$ cat src/rtl/brick_grid_memory.sv
// brick_grid_memory
//   Brick store for the playfield. Holds a ROWS x COLS grid of brick health
//   values, serves a free-running registered read port (health plus the pixel
//   position of the addressed brick), applies hits as a two-cycle
//   read-modify-write decrement, fills the grid on request and keeps a count of
//   live bricks for level-clear detection.
//
// Ports
//   clk            rising-edge system clock
//   reset          asynchronous, active-high; clears grid, counters and outputs
//   init_start     request a fill of every brick with INIT_HEALTH
//   busy           high while the fill is running (exactly N cycles)
//   rd_col/rd_row  read address
//   rd_health      health at the read address, one cycle later (0 if out of range)
//   rd_x/rd_y      pixel position of the read address, one cycle later
//   hit_valid      hit request, accepted when hit_valid & hit_ready
//   hit_col/row    hit target
//   hit_ready      combinational: idle and no fill being requested
//   hit_done       one-cycle pulse carrying the hit result
//   hit_destroyed  with hit_done: the brick went from 1 to 0
//   hit_miss       with hit_done: target out of range or already 0
//   alive_count    number of bricks with health > 0
//   all_clear      registered: grid has been loaded and no brick is alive
module brick_grid_memory #(
  parameter int COLS        = 8,
  parameter int ROWS        = 4,
  parameter int HEALTH_W    = 2,
  parameter int INIT_HEALTH = 3,
  parameter int BRICK_W     = 40,
  parameter int BRICK_H     = 15,
  parameter int X_ORIGIN    = 0,
  parameter int Y_ORIGIN    = 0,
  parameter int COORD_W     = 10,
  localparam int CW = (COLS > 1) ? $clog2(COLS) : 1,
  localparam int RW = (ROWS > 1) ? $clog2(ROWS) : 1,
  localparam int N  = COLS * ROWS,
  localparam int AW = $clog2(N + 1)
) (
  input  logic                clk,
  input  logic                reset,
  input  logic                init_start,
  output logic                busy,
  input  logic [CW-1:0]       rd_col,
  input  logic [RW-1:0]       rd_row,
  output logic [HEALTH_W-1:0] rd_health,
  output logic [COORD_W-1:0]  rd_x,
  output logic [COORD_W-1:0]  rd_y,
  input  logic                hit_valid,
  input  logic [CW-1:0]       hit_col,
  input  logic [RW-1:0]       hit_row,
  output logic                hit_ready,
  output logic                hit_done,
  output logic                hit_destroyed,
  output logic                hit_miss,
  output logic [AW-1:0]       alive_count,
  output logic                all_clear
);

  // Width of a flat grid index (row*COLS + col).
  localparam int IW = (N > 1) ? $clog2(N) : 1;

  typedef enum logic [1:0] {
    IDLE = 2'd0,
    INIT = 2'd1,
    HIT  = 2'd2
  } state_t;

  state_t               state_reg;
  logic [IW-1:0]        ptr_reg;
  logic [CW-1:0]        tgt_col_reg;
  logic [RW-1:0]        tgt_row_reg;
  logic                 busy_reg;
  logic                 loaded_reg;
  logic [AW-1:0]        alive_reg;
  logic                 all_clear_reg;
  logic                 hit_done_reg;
  logic                 hit_destroyed_reg;
  logic                 hit_miss_reg;
  logic [HEALTH_W-1:0]  rd_health_reg;
  logic [COORD_W-1:0]   rd_x_reg;
  logic [COORD_W-1:0]   rd_y_reg;

  logic [HEALTH_W-1:0]  mem [N];

  // Hit target decode (uses the latched target while in HIT).
  logic                 tgt_in_range;
  logic [IW-1:0]        tgt_idx;
  logic [HEALTH_W-1:0]  tgt_health;
  logic                 hit_we;
  logic                 init_we;

  // Read address decode.
  logic                 rd_in_range;
  logic [IW-1:0]        rd_idx;

  always_comb begin
    tgt_in_range = (int'(tgt_row_reg) < ROWS) && (int'(tgt_col_reg) < COLS);
    tgt_idx      = IW'(int'(tgt_row_reg) * COLS + int'(tgt_col_reg));
    // Out-of-range targets read as dead so they fall into the miss path.
    tgt_health   = tgt_in_range ? mem[tgt_idx] : '0;
    hit_we       = (state_reg == HIT) && tgt_in_range && (tgt_health != '0);
    init_we      = (state_reg == INIT);
    rd_in_range  = (int'(rd_row) < ROWS) && (int'(rd_col) < COLS);
    rd_idx       = IW'(int'(rd_row) * COLS + int'(rd_col));
  end

  assign hit_ready = (state_reg == IDLE) && !init_start;

  // Grid storage. Reset clears every entry so an aborted fill or hit leaves
  // no stale bricks behind.
  always_ff @(posedge clk or posedge reset) begin
    if (reset) begin
      for (int i = 0; i < N; i++) begin
        mem[i] <= '0;
      end
    end else if (init_we) begin
      mem[ptr_reg] <= HEALTH_W'(INIT_HEALTH);
    end else if (hit_we) begin
      mem[tgt_idx] <= tgt_health - HEALTH_W'(1);
    end
  end

  // Control FSM with registered outputs and the registered read port.
  always_ff @(posedge clk or posedge reset) begin
    if (reset) begin
      state_reg         <= IDLE;
      ptr_reg           <= '0;
      tgt_col_reg       <= '0;
      tgt_row_reg       <= '0;
      busy_reg          <= 1'b0;
      loaded_reg        <= 1'b0;
      alive_reg         <= '0;
      all_clear_reg     <= 1'b0;
      hit_done_reg      <= 1'b0;
      hit_destroyed_reg <= 1'b0;
      hit_miss_reg      <= 1'b0;
      rd_health_reg     <= '0;
      rd_x_reg          <= '0;
      rd_y_reg          <= '0;
    end else begin
      hit_done_reg      <= 1'b0;
      hit_destroyed_reg <= 1'b0;
      hit_miss_reg      <= 1'b0;
      all_clear_reg     <= loaded_reg && (alive_reg == '0);

      // Reads see the array before any write on this same edge.
      rd_health_reg <= rd_in_range ? mem[rd_idx] : '0;
      rd_x_reg      <= rd_in_range ? COORD_W'(X_ORIGIN + int'(rd_col) * BRICK_W) : '0;
      rd_y_reg      <= rd_in_range ? COORD_W'(Y_ORIGIN + int'(rd_row) * BRICK_H) : '0;

      case (state_reg)
        IDLE: begin
          // A fill request takes priority over a simultaneous hit.
          if (init_start) begin
            state_reg <= INIT;
            busy_reg  <= 1'b1;
            ptr_reg   <= '0;
          end else if (hit_valid) begin
            tgt_col_reg <= hit_col;
            tgt_row_reg <= hit_row;
            state_reg   <= HIT;
          end
        end
        INIT: begin
          if (ptr_reg == IW'(N - 1)) begin
            alive_reg  <= AW'(N);
            loaded_reg <= 1'b1;
            busy_reg   <= 1'b0;
            state_reg  <= IDLE;
          end else begin
            ptr_reg <= ptr_reg + IW'(1);
          end
        end
        HIT: begin
          hit_done_reg <= 1'b1;
          if (tgt_health == '0) begin
            hit_miss_reg <= 1'b1;
          end else if (tgt_health == HEALTH_W'(1)) begin
            hit_destroyed_reg <= 1'b1;
            alive_reg         <= alive_reg - AW'(1);
          end
          state_reg <= IDLE;
        end
        default: state_reg <= IDLE;
      endcase
    end
  end

  assign busy          = busy_reg;
  assign alive_count   = alive_reg;
  assign all_clear     = all_clear_reg;
  assign hit_done      = hit_done_reg;
  assign hit_destroyed = hit_destroyed_reg;
  assign hit_miss      = hit_miss_reg;
  assign rd_health     = rd_health_reg;
  assign rd_x          = rd_x_reg;
  assign rd_y          = rd_y_reg;

endmodule

$ cat config.mk
export PLATFORM = sky130hd
export DESIGN_NAME = brick_grid_memory
export DESIGN_NICKNAME = d
export VERILOG_FILES = /design/src/rtl/brick_grid_memory.sv
export SDC_FILE = /design/constraint.sdc
export NUM_CORES = 1
export LEC_CHECK = 0
export CORE_MARGIN = 8
export CORE_UTILIZATION = 35
export DETAILED_ROUTE_END_ITERATION = 10
export HOLD_SLACK_MARGIN = 0.1
export PLACE_DENSITY = 0.5
export RECOVER_POWER = 25
export SYNTH_ARGS = -nofsm -noshare
export SYNTH_HDL_FRONTEND = slang
export SYNTH_SLANG_ARGS = --single-unit
$ cat constraint.sdc
create_clock -name clk -period 4.8 [get_ports clk]
set_clock_uncertainty 0.15 [all_clocks]
set_input_delay 1.2 -clock clk [delete_from_list [all_inputs] [get_ports clk]]
set_output_delay 1.2 -clock clk [all_outputs]
set_load 0.005 [all_outputs]
==> out/metrics.csv, run 1 <==
metric;value;unit
status;finished, violations left;
violated checks;capacitance limit, slew limit;
number of flops mapped to enable cells by yosys;0;
Main synth FF type;dfrtp_1;
nets@finish;607;
initial antenna violation count;0;
TritonCTS clock tree;yes;
PD cells;660;nW/µm²
I/O Pins;48;
Bufs on Longest Clock Path;2;
synth unique cells;46;
ranking of synthesized cells by area;dfrtp_1, mux4_2, o21ai_0;
Seq/Total Area, Yosys;45.6;%
post_cts resized;0;
final hold violation count;0;
WL per Instance;20.3;µm
pre-CTS WS;0.780;ns
Yosys top cell by area;dfrtp_1;
max cap viols;2;
setup repair bufs after CTS;0;
Total Power;4.25;mW
vias in the first global route;4450;
clk slew on worst S/H paths;0.07;ns
Die Height;142;µm
Critical Path Max Stage Delay;0.82;ns
mapped cell area;5540;µm²
Placed Cells;783;
Final Max Slew Viols;84;
leading cell type in the layout, fill and taps excluded;dfrtp_1;
All-Layer GR Usage;16.9;%
grt ovf;0;
Post-Synth Simple-Gate Area;14.9;%
critical path cell sequence;buf_12, mux2i_1, o31ai_1, nor3_1, o211ai_2, inv_1, ha_1, nor3_1, nand3_1, nor3_1, nor3_1, a21oi_1;
die area;20100;µm²
Post-Synth XOR/XNOR Area;0.475;%
Post-Synth Adder-Cell Area;3.39;%
Compound-Gate Fraction of Synth Area;15.0;%
Clock Sinks;101;
routability cong.;0.922;
number of synthesized register bits;101;
CP startpoint kind;flip-flop;
P_leak;2.54;nW
Worst EP arrival;4.22;ns
non-filler cells, final;799;
final setup fails;0;
max reg flops;64;
std cell rows;46;
PortBufs;39;
Async S/R FF share, synth;100;%
vias;4394;
mux contribution to synthesized area;15.6;%
crit path max fanout;18;
Crit. End Element;flip-flop;
Worst Max-Slew Pin Slew;2.45;ns
Tcrit/Tclk final;85.1;%
Worst Slack Setup Final;0.715;ns
worst path required time;4.93;ns
cell mode on critical path;nor3_1;
first-pass GRT wire length;25600;µm
CTS Buf Count;9;
DR DRC count;0;
Cells after Synth;547;
cell at the slowest stage of the critical path;dfrtp_1;
clk_lat worst skew;0.36;ns
cts hold-fix bufs;0;
layout cell share with drive strength beyond 1;10.6;%
n_diodes;0;
area of placed instances;6110;µm²
H-tree levels;3;
cell area after layout;6450;µm²
largest family of logic cells by synthesized area;multiplexers;
fmax;245;MHz
die span in x;142;µm
Initial Util;35.4;%
DPL Wire Length;11800;µm
CP Class;reg2reg;
most frequent cells in the layout;dfrtp_1, o21ai_0, nand2_1, nor2_1, clkdlybuf4s50_1;
Detailed Routing Iterations Pass 1;5;
Post-Route WL;16200;µm
Final min period;4.09;ns
final antenna-violating net count;0;
drt initial violations;314;
largest net degree at the start of global routing;65;
Max VDD drop;455;µV
hold crit path type;reg2reg;
Rel. slew slack;-63.4;%
top-area cell type share of the netlist area;45.6;%
area grow syn2layout;16.4;%
Core ar.;15700;µm²
mean area per synthesized cell;10.1;µm²
setup tns final;0;ns
root buffer cell;clkbuf_16;
RSZ-0062 raised after global routing;no;
number of vias per cell;5.50;
YS warnings;0;
worst paths after layout:
path,start,end,slack (ns),depth (start not counted)
worst max-delay path,tgt_col_reg[1],mem[25],0.71,12
min in group asynchronous,reset,mem[28],1.99,2
worst max register to register,tgt_col_reg[1],mem[25],0.71,12
worst min register to register,loaded_reg,loaded_reg,0.32,1
max in group asynchronous,reset,all_clear,1.12,2
worst min-delay path,loaded_reg,loaded_reg,0.32,1
cell usage after synthesis, types with 4 or more instances:
cell type	number
a21oi_1	21
and2_1	4
o21ai_1	7
buf_4	9
nand3_1	5
inv_1	16
mux2i_1	20
clkbuf_1	16
nand2b_1	9
buf_2	6
mux4_2	28
nor2b_1	6
and3_1	6
o22ai_1	4
nand2_1	58
buf_6	4
o21ai_0	94
nor3_1	21
dfrtp_1	101
ha_1	15
nor2_1	51
nand3b_1	4
critical path: cells and delay by family (launching register included):
family	cells	cell delay (ns)
DFF	1	0.82
muxes	1	0.12
adders and majority gates	1	0.23
and+or+nand+nor	5	1.67
AOI/OAI and AO/OA	3	0.67
buffers and inverters	2	0.33
cells by family (layout without fill, tap and decap cells):
logic type               count (synthesis)  in the layout
AND/OR/NAND/NOR                        178            178
AO/OA/AOI/OAI                          145            145
flip-flops                             101            101
buffers and inverters                   53             82
multiplexers                            51             51
adder cells (fa/ha/maj)                 15             15
XOR/XNOR                                 3              3
other                                    1              8
power by group:
part / leakage (nW) / switching (mW) / internal [mW]
clock network: 0.167 / 0.322 / 0.524
logic: 1.20 / 1.11 / 0.757
registers: 1.18 / 0.381 / 1.16
layer usage:
layer / wire (µm) / global-route usage [%] / vias to the layer above
met5: 0 / 0 / -
met4: 354 / 6.90 / 0
met3: 853 / 3.06 / 27
met2: 7840 / 27.8 / 137
met1: 7180 / 21.4 / 2218
li1: - / - / 2012
stage by stage:
| step | util, % | hold WS (ns) |
|---|---|---|
| 6_report | 41.2 | 0.321 |
| 5_1_grt | 41.2 | 0.350 |
| 4_1_cts | 41.2 | 0.328 |
| 3_5_place_dp | 39.0 | 0.311 |
| 3_3_place_gp | 39.0 | 0.295 |
| 2_1_floorplan | - | 0.276 |
area by class of cell:
class	count	area (µm²)
fill	1535	9210
clock buffer	12	246
sequential	101	2530
tap	216	270
clock inverter	4	95.1
inverter	16	60.1
multi-input combinational	400	2770
timing repair buffer	50	482
Note: power is estimated with default switching activity, not from simulation.
==> inputs of run 2 (changes only) <==
--- a/config.mk
+++ b/config.mk
@@ -5,11 +5,14 @@
 export SDC_FILE = /design/constraint.sdc
 export NUM_CORES = 1
 export LEC_CHECK = 0
+export ABC_CLOCK_PERIOD_IN_PS = 4800
+export CELL_PAD_IN_SITES_DETAIL_PLACEMENT = 2
+export CELL_PAD_IN_SITES_GLOBAL_PLACEMENT = 2
 export CORE_MARGIN = 8
 export CORE_UTILIZATION = 35
 export DETAILED_ROUTE_END_ITERATION = 10
 export HOLD_SLACK_MARGIN = 0.1
-export PLACE_DENSITY = 0.5
+export PLACE_DENSITY = 0.72
 export RECOVER_POWER = 25
 export SYNTH_ARGS = -nofsm -noshare
 export SYNTH_HDL_FRONTEND = slang
==> run 2 against run 1 <==
Against the previous run: the flow still finishes with violations (capacitance limit, slew limit); via count grew 4.1%; fmax down 6.1%; sequential share of layout area is 0.14 points higher; sequential power is essentially flat; critical endpoint unchanged; global-route usage grew 3.1 points; flip-flop and latch count stayed put; clock power down 5.7%; power is 2.4% higher; highest routed layer unchanged; core utilization is 0.14 points lower; setup slack got worse by 0.27 ns; largest cell class unchanged.
==> out/metrics.csv, run 2 (synthesis gave the netlist of run 1 again) <==
metric;value;unit;change
I/O Pins;48;;unchanged
leading cell type in the layout, fill and taps excluded;dfrtp_1;;
non-filler cells, final;797;;-0.25%
hold crit path type;reg2reg;;
Tcrit/Tclk final;90.7;%;+5.5 points
cell mode on critical path;nor3_1;;
die span in x;142;µm;unchanged
logic gate share of total power;46.0;%;+2.1 points
P_leak;2.52;nW;-1.0%
H-tree levels;3;;unchanged
critical path cell sequence;buf_4, mux2i_1, o22ai_1, nor3_1, o211ai_2, inv_1, ha_1, nor3_1, nand3_1, nor3_1, nor3_1, a21oi_1;;
Internal;2.43;mW;-0.55%
share of power burned in registers;35.7;%;-0.5 points
die area;20100;µm²;unchanged
Post-Route WL;19100;µm;+18%
Detailed Routing Iterations Pass 1;5;;unchanged
cts hold-fix bufs;0;;unchanged
post_cts resized;0;;unchanged
Switching Power;1.93;mW;+6.4%
number of vias per cell;5.74;;+4.4%
final hold violation count;0;;unchanged
Critical Path Max Stage Delay;0.88;ns;+0.06 ns
max cap viols;2;;unchanged
Core ar.;15700;µm²;unchanged
vias in the first global route;5051;;+14%
initial antenna violation count;0;;unchanged
crit path max fanout;17;;-1
CP Class;reg2reg;;
fin util;41.0;%;-0.14 points
first-pass GRT wire length;30300;µm;+18%
clk slew on worst S/H paths;0.07;ns;about the same
violated checks;capacitance limit, slew limit;;
nets@finish;605;;-0.33%
Switching Share;44.3;%;+1.7 points
Final Max Slew Viols;68;;-19%
setup repair bufs after CTS;0;;unchanged
std cell rows;46;;unchanged
Final min period;4.35;ns;+0.266 ns
routability cong.;0.855;;-7.3%
Worst EP arrival;4.48;ns;+0.26 ns
Clock Sinks;101;;unchanged
All-Layer GR Usage;20.0;%;+3.1 points
CP startpoint kind;flip-flop;;
clk_lat worst skew;0.36;ns;about the same
clock power share;18.3;%;-1.6 points
cell at the slowest stage of the critical path;dfrtp_1;;
Initial Util;35.4;%;unchanged
Die Height;142;µm;unchanged
Rel. slew slack;-56.0;%;+7.3 points
Worst Max-Slew Pin Slew;2.33;ns;-0.120 ns
grt ovf;0;;unchanged
CTS Buf Count;9;;unchanged
Bufs on Longest Clock Path;2;;unchanged
max reg flops;64;;unchanged
drt initial violations;361;;+15%
area grow syn2layout;16.0;%;
DR DRC count;0;;unchanged
vias;4576;;+4.1%
WL per Instance;23.9;µm;+18%
largest net degree at the start of global routing;54;;-17%
PD cells;678;nW/µm²;+2.8%
n_diodes;0;;unchanged
most frequent cells in the layout;dfrtp_1, o21ai_0, nand2_1, nor2_1, clkdlybuf4s50_1;;
RSZ-0062 raised after global routing;no;;
DPL Wire Length;13800;µm;+18%
PortBufs;39;;unchanged
Max VDD drop;442;µV;-2.9%
setup tns final;0;ns;unchanged
final setup fails;0;;unchanged
Filler Cells Inserted;1688;;+10%
final antenna-violating net count;0;;unchanged
worst path required time;4.93;ns;about the same
layout cell share with drive strength beyond 1;11.0;%;+0.38 points
Crit. End Element;flip-flop;;
Placed Cells;781;;-0.26%
TritonCTS clock tree;yes;;
root buffer cell;clkbuf_16;;
status;finished, violations left;;
fmax;230;MHz;-6.1%
## run 2: final timing paths
kind | start | endpoint | slack (ns) | cells past startpoint
setup / recovery | tgt_col_reg[1] | mem[25] | 0.45 | 12
hold / removal | loaded_reg | loaded_reg | 0.33 | 1
setup reg to reg | tgt_col_reg[1] | mem[25] | 0.45 | 12
hold reg to reg | loaded_reg | loaded_reg | 0.33 | 1
max in group asynchronous | reset | mem[16] | 1.66 | 2
min in group asynchronous | reset | mem[12] | 1.78 | 2
## run 2: cell type report
cell class	instances	area (µm²)	area share [%]
repair buffers	48	479	7.46
clock inverters	7	90.1	1.40
multi-input cells	400	2770	43.1
well taps	216	270	4.21
inverters	16	61.3	0.954
clock buffers	9	225	3.51
flip-flops and latches	101	2530	39.3
## run 2: routing by layer
| metal | GRT usage, % | up-vias | wire length, µm |
|---|---|---|---|
| met4 | 7.18 | 0 | 411 |
| met3 | 3.19 | 26 | 733 |
| met2 | 34.2 | 114 | 9520 |
| met1 | 25.0 | 2424 | 8420 |
| li1 | - | 2012 | - |
| met5 | 0 | - | 0 |
## run 2: through the flow
stage | hold slack (ns) | setup WS (ns) | area (µm²) | power, mW
global route | 0.346 | 0.157 | 6420 | 4.61
finish | 0.328 | 0.448 | 6420 | 4.36
global placement | 0.295 | 0.831 | 6110 | 3.47
floorplan | 0.276 | 0.803 | 5560 | 2.68
CTS | 0.330 | 0.534 | 6430 | 4.37
detailed placement | 0.309 | 0.616 | 6110 | 3.55
## run 2: critical path, delay by kind of cell (launching register included)
family | cells | cell delay (ns)
AND/OR/NAND/NOR | 5 | 1.82
flip-flops | 1 | 0.88
AO/OA/AOI/OAI | 3 | 0.59
buffers and inverters | 2 | 0.48
adder cells (fa/ha/maj) | 1 | 0.23
multiplexers | 1 | 0.12
## run 2: power groups by stage
stage	sequential [mW]	combinational [mW]	clock (mW)
CTS	1.54	2.01	0.818
floorplan	1.33	1.35	0
detailed placement	1.55	2.00	0
global placement	1.53	1.94	0
finish	1.55	2.01	0.798
global route	1.60	2.17	0.842
